## config.mk

```make
export PLATFORM = sky130hd
export DESIGN_NAME = seg7_scan_driver_flat
export DESIGN_NICKNAME = d
export VERILOG_FILES = /design/src/rtl/seg7_scan_driver_if.sv /design/src/rtl/seg7_scan_driver.sv /design/src/flat_wrapper.sv
export SDC_FILE = /design/constraint.sdc
export NUM_CORES = 1
export LEC_CHECK = 0
export BUFFER_PORTS_ARGS = -buffer_cell sky130_fd_sc_hd__buf_2
export CORE_ASPECT_RATIO = 2
export CORE_UTILIZATION = 50
export DETAILED_ROUTE_END_ITERATION = 8
export PLACE_DENSITY = 0.81
export SYNTH_ARGS = -nofsm -noshare
export SYNTH_HDL_FRONTEND = slang
export SYNTH_SLANG_ARGS = --single-unit
```

## constraint.sdc

```tcl
create_clock -name clock -period 1.9 [get_ports clock]
set_input_delay 0.38 -clock clock [delete_from_list [all_inputs] [get_ports clock]]
set_output_delay 0.38 -clock clock [all_outputs]
set_load 0.01 [all_outputs]
```

## src/rtl/seg7_scan_driver_if.sv

```systemverilog
// seg7_scan_driver_if: BCD digit inputs and multiplexed display outputs of the scan driver
interface seg7_scan_driver_if;
  logic [3:0] sec_units;
  logic [3:0] sec_tens;
  logic [3:0] min_units;
  logic [3:0] min_tens;
  logic blank_lz;
  logic blink_en;
  logic [3:0] an_n;
  logic [6:0] seg_n;
  logic dp_n;
  logic frame_done;
  modport master (
    output sec_units, sec_tens, min_units, min_tens, blank_lz, blink_en,
    input an_n, seg_n, dp_n, frame_done
  );
  modport slave (
    input sec_units, sec_tens, min_units, min_tens, blank_lz, blink_en,
    output an_n, seg_n, dp_n, frame_done
  );
endinterface

```

## src/rtl/seg7_scan_driver.sv

```systemverilog
// seg7_scan_driver: 4-digit multiplexed 7-segment driver with frame snapshot, guard, blanking and blink
module seg7_scan_driver #(
  parameter int SCAN_DIV = 50000,
  parameter int GUARD = 16,
  parameter int BLINK_FRAMES = 125
) (
  input logic clock,
  input logic reset_n,
  seg7_scan_driver_if.slave bus
);
  localparam int SW = $clog2(SCAN_DIV);
  localparam int BW = $clog2(BLINK_FRAMES + 1);
  localparam logic [SW-1:0] LAST = SW'(SCAN_DIV - 1);
  localparam logic [SW-1:0] GD = SW'(GUARD);
  localparam logic [BW-1:0] BLAST = BW'(BLINK_FRAMES - 1);
  localparam logic [6:0] SEG [16] = '{
    7'h40, 7'h79, 7'h24, 7'h30, 7'h19, 7'h12, 7'h02, 7'h78,
    7'h00, 7'h10, 7'h3F, 7'h3F, 7'h3F, 7'h3F, 7'h3F, 7'h3F
  };
  logic [SW-1:0] slot_cnt;
  logic [1:0] digit_idx;
  logic [3:0] snap [4];
  logic snap_lz;
  logic [BW-1:0] blink_cnt;
  logic blink_phase;
  logic slot_end;
  logic load;
  logic lit;
  logic [3:0] cur;
  always_comb begin
    slot_end = slot_cnt == LAST;
    load = slot_end && digit_idx == 2'd3;
    cur = snap[digit_idx];
    lit = slot_cnt >= GD && !blink_phase && !(digit_idx == 2'd3 && snap_lz && snap[3] == 4'd0);
  end
  always_ff @(posedge clock or negedge reset_n) begin
    if (!reset_n) begin
      slot_cnt <= '0;
      digit_idx <= 2'd0;
      snap <= '{default: 4'h0};
      snap_lz <= 1'b0;
      blink_cnt <= '0;
      blink_phase <= 1'b0;
    end else begin
      slot_cnt <= slot_end ? '0 : slot_cnt + 1'b1;
      digit_idx <= slot_end ? digit_idx + 2'd1 : digit_idx;
      if (load) begin
        snap <= '{bus.sec_units, bus.sec_tens, bus.min_units, bus.min_tens};
        snap_lz <= bus.blank_lz;
      end
      if (!bus.blink_en) begin
        blink_cnt <= '0;
        blink_phase <= 1'b0;
      end else if (load) begin
        blink_cnt <= blink_cnt == BLAST ? '0 : blink_cnt + 1'b1;
        blink_phase <= blink_cnt == BLAST ? !blink_phase : blink_phase;
      end
    end
  end
  always_ff @(posedge clock or negedge reset_n) begin
    if (!reset_n) begin
      bus.an_n <= 4'hF;
      bus.seg_n <= 7'h7F;
      bus.dp_n <= 1'b1;
      bus.frame_done <= 1'b0;
    end else begin
      bus.an_n <= lit ? ~(4'b0001 << digit_idx) : 4'hF;
      bus.seg_n <= SEG[cur];
      bus.dp_n <= !(lit && digit_idx == 2'd2);
      bus.frame_done <= load;
    end
  end
endmodule

```

## src/flat_wrapper.sv

```systemverilog
// flat-port wrapper written by rule: the top's interface ports become plain ports
module seg7_scan_driver_flat 
#(
  parameter int SCAN_DIV = 50000,
  parameter int GUARD = 16,
  parameter int BLINK_FRAMES = 125
)
  (clock, reset_n, bus_sec_units, bus_sec_tens, bus_min_units, bus_min_tens, bus_blank_lz, bus_blink_en, bus_an_n, bus_seg_n, bus_dp_n, bus_frame_done);
  seg7_scan_driver_if bus_i ();
  input logic clock;
  input logic reset_n;
  input wire logic [$bits(bus_i.sec_units)-1:0] bus_sec_units;
  input wire logic [$bits(bus_i.sec_tens)-1:0] bus_sec_tens;
  input wire logic [$bits(bus_i.min_units)-1:0] bus_min_units;
  input wire logic [$bits(bus_i.min_tens)-1:0] bus_min_tens;
  input wire logic [$bits(bus_i.blank_lz)-1:0] bus_blank_lz;
  input wire logic [$bits(bus_i.blink_en)-1:0] bus_blink_en;
  output wire logic [$bits(bus_i.an_n)-1:0] bus_an_n;
  output wire logic [$bits(bus_i.seg_n)-1:0] bus_seg_n;
  output wire logic [$bits(bus_i.dp_n)-1:0] bus_dp_n;
  output wire logic [$bits(bus_i.frame_done)-1:0] bus_frame_done;
  assign bus_i.sec_units = bus_sec_units;
  assign bus_i.sec_tens = bus_sec_tens;
  assign bus_i.min_units = bus_min_units;
  assign bus_i.min_tens = bus_min_tens;
  assign bus_i.blank_lz = bus_blank_lz;
  assign bus_i.blink_en = bus_blink_en;
  assign bus_an_n = bus_i.an_n;
  assign bus_seg_n = bus_i.seg_n;
  assign bus_dp_n = bus_i.dp_n;
  assign bus_frame_done = bus_i.frame_done;
  seg7_scan_driver #(.SCAN_DIV(SCAN_DIV), .GUARD(GUARD), .BLINK_FRAMES(BLINK_FRAMES)) u_core (.clock(clock), .reset_n(reset_n), .bus(bus_i));
endmodule
```

==> flow_summary.json <==
{
  "rsz0062_at_grt": "false",
  "tns_ns": 0,
  "core_sq_um": 5370,
  "hold_viol_final": 0,
  "syn_inst": 237,
  "seq_area_frac_synth_pct": 50.2,
  "period_share_pct": 93.9,
  "drt_iter0_markers": 54,
  "worstPathMaxFanout": 6,
  "antenna_found_initial": 0,
  "grt_max_degree": 34,
  "yosys_warnings": 0,
  "r2r_slack_ns": 0.12,
  "cts_max_level": 2,
  "power_density_nw_per_um2": 707,
  "worstReg2RegEnd": "u_core.bus.seg_n[3]$_DFF_PN1_",
  "leakagePower_nw": 1.51,
  "holdWs_ns": 0.0350,
  "cp.arrival_ns": 2.03,
  "start_kind": "flip-flop",
  "worstMarginPinSlew_ns": 0.548,
  "synthMuxAreaShare_pct": 12.7,
  "final_cell_area_sq_um": 3250,
  "path_clk_slew_ns": 0.10,
  "gp_congestion": 0.878,
  "setup_viol": 0,
  "die-height_um": 107,
  "io_pins": 33,
  "synth_edf_count": 0,
  "synthAdderAreaFrac_pct": 5.87,
  "cp.required_ns": 2.14,
  "cts-root-buf": "clkbuf_8",
  "yosysTopAreaCell": "dfrtp_1",
  "synth-simple-area-share_pct": 15.8,
  "wire_per_inst_um": 17.2,
  "worstSkewPairLatency_ns": 0.33,
  "first_pass_iters": 4,
  "max_slew_margin_pct": 63.4,
  "grt.overflow.total": 0,
  "synth_area_sq_um": 2770,
  "drcViolationCount": 0,
  "dr_total_vias": 2013,
  "synthesis.nets": 270,
  "mostFrequentLayoutCells": "dfrtp_1, buf_2, nor2_1, nand2_1",
  "ys.flop_type": "dfrtp_1",
  "first_global_vias": 1906,
  "min_period_ns": 1.78,
  "peakVddDrop_mv": 0.709,
  "synth-xor-area-share_pct": 4.43,
  "ys_async_sr_fraction_pct": 100,
  "hold_path_class": "in -> async",
  "synth_top_area_share_pct": 39.7,
  "drt_wl_total_um": 5910,
  "multiInputGateArea_sq_um": 1310,
  "drv_cap": 0,
  "ff_latch_area_sq_um": 1390,
  "die_area_sq_um": 5860,
  "yosysUniqueCellTypes": 48,
  "synth_top_family_by_area": "simple AND/OR/NAND/NOR gates",
  "grt_pass1_wl_um": 8970,
  "status": "finished clean",
  "clock.fmax_mhz": 561,
  "ant_nets": 0,
  "avgViaCountPerCell": 5.85,
  "portBuffers": 32,
  "cts_tree": "yes",
  "nets": 316,
  "clock_path_buffers": 2,
  "initial_core_util_pct": 51.6,
  "ys_seq_elements": 55,
  "endpoint": "u_core.bus.seg_n[3]$_DFF_PN1_",
  "antenna_cells": 0,
  "synth_area_leaders": "dfrtp_1, dfstp_2, ha_1",
  "cts.sinks": 55,
  "row_count": 38,
  "cp-startpoint": "u_core.digit_idx[0]$_DFFE_PN0N_",
  "fillers": 438,
  "clock_skew_ns": 0.0115,
  "rr_worst_depth": 5,
  "track_usage_pct": 21.8,
  "numCtsBuffers": 5,
  "syn_area_per_cell_sq_um": 11.7,
  "die_width_um": 54.6,
  "report.final.slew_viol_count": 0,
  "hold_buffers": 0,
  "cp-end-kind": "flip-flop",
  "worstSetupPathType": "reg -> reg",
  "dpl.hpwl_um": 4300,
  "reg2reg_from": "u_core.digit_idx[0]$_DFFE_PN0N_",
  "placed_area_sq_um": 3060,
  "final_common_cell": "dfrtp_1",
  "area_delta_synth_final_pct": 17.3,
  "final_layout_size_suffix_gt1_share_pct": 33.5,
  "synth_compound_area_share_pct": 7.72
}
==> per-stage QoR <==
stage / utilization (%) / total power, mW / cells / worst slack, ns
after CTS: 59.4 / 2.31 / 341 / 0.00530
after floorplan: - / 1.31 / 237 / 0.109
after global routing: 60.5 / 2.38 / 344 / 0.0215
after detailed placement: 56.9 / 1.39 / 333 / 0.0314
after global placement: 56.9 / 1.39 / 333 / 0.0940
final: 60.5 / 2.30 / 344 / 0.116
==> how the worst min path moves through the flow <==
| stage | slack [ns] | to | cells after the start | startpoint |
|---|---|---|---|---|
| 4_1_cts | 0.04 | u_core.slot_cnt[3]$_DFF_PN0_ | 1 | reset_n |
| 5_1_grt | 0.06 | u_core.slot_cnt[5]$_DFF_PN0_ | 1 | reset_n |
| 6_report | 0.03 | u_core.slot_cnt[12]$_DFF_PN0_ | 1 | reset_n |
| 2_1_floorplan | 0.08 | u_core.blink_cnt[0]$_DFFE_PN0P_ | 0 | reset_n |
| 3_5_place_dp | 0.39 | u_core.snap[7]$_DFFE_PN0P_ | 1 | reset_n |
| 3_3_place_gp | 0.39 | u_core.slot_cnt[7]$_DFF_PN0_ | 1 | reset_n |
==> routing by layer <==
metal | wire (um) | global-route usage [%] | vias to the layer above
li1 | - | - | 932
met1 | 2110 | 22.0 | 1015
met2 | 3430 | 39.0 | 55
met3 | 221 | 4.38 | 11
met4 | 157 | 10.8 | 0
met5 | 0 | 0 | -
==> sequential cells by signal, summed over array words and instances, names as in the netlist <==
register	flops
u_core.bus.an_n	4
u_core.snap	16
u_core.snap_lz	1
u_core.digit_idx	2
u_core.bus.frame_done	1
u_core.blink_phase	1
u_core.blink_cnt	7
u_core.bus.seg_n	7
u_core.slot_cnt	16
==> critical path, stage by stage (launching register included) <==
cell     delay [ns]
dfrtp_1        0.40
buf_4          0.17
mux4_2         0.58
or2_1          0.30
a22oi_2        0.15
o21ai_0        0.11
==> cells in the mapped netlist (all sizes together) (2+ instances only) <==
cell	n
nand3b	3
dfstp	11
dfrtp	44
inv	13
nor4b	2
clkbuf	2
mux4	5
xor2	6
nor3	5
and2	2
nand3	12
ha	13
o21a	2
buf	5
o21ai	10
nand4	2
nand2	17
nor4	5
nor2	20
and3	4
o311ai	5
a31oi	3
a21oi	6
xnor2	8
mux2	17
==> layout make-up <==
cell class	instances	share of cell area (%)
inverter	13	1.50
tap	60	2.31
timing repair buffer	46	8.93
sequential	55	42.8
multi-input combinational	162	40.3
clock inverter	3	2.08
clock buffer	5	2.12
==> report_power, final <==
part,switching [mW],internal [mW]
clock network,0.402,0.525
logic,0.0755,0.0672
registers,0.0170,1.21
total,0.494,1.80
==> what timing repair did <==
| action | 4_1_cts | 5_1_grt |
|---|---|---|
| pin swaps | 0 | 2 |
| gates cloned | 0 | 0 |
| resized for setup | 1 | 6 |
| buffers inserted | 0 | 3 |
| endpoints found under the setup margin | 1 | 26 |
| endpoints found under the hold margin | 0 | 0 |
==> cell families after synthesis <==
family,Yosys count
compound gates,33
simple gates,79
xor+xnor,14
flops,55
mux,23
fa+ha+maj,13
buf+inv,20
(Power assumes the default switching activity.)
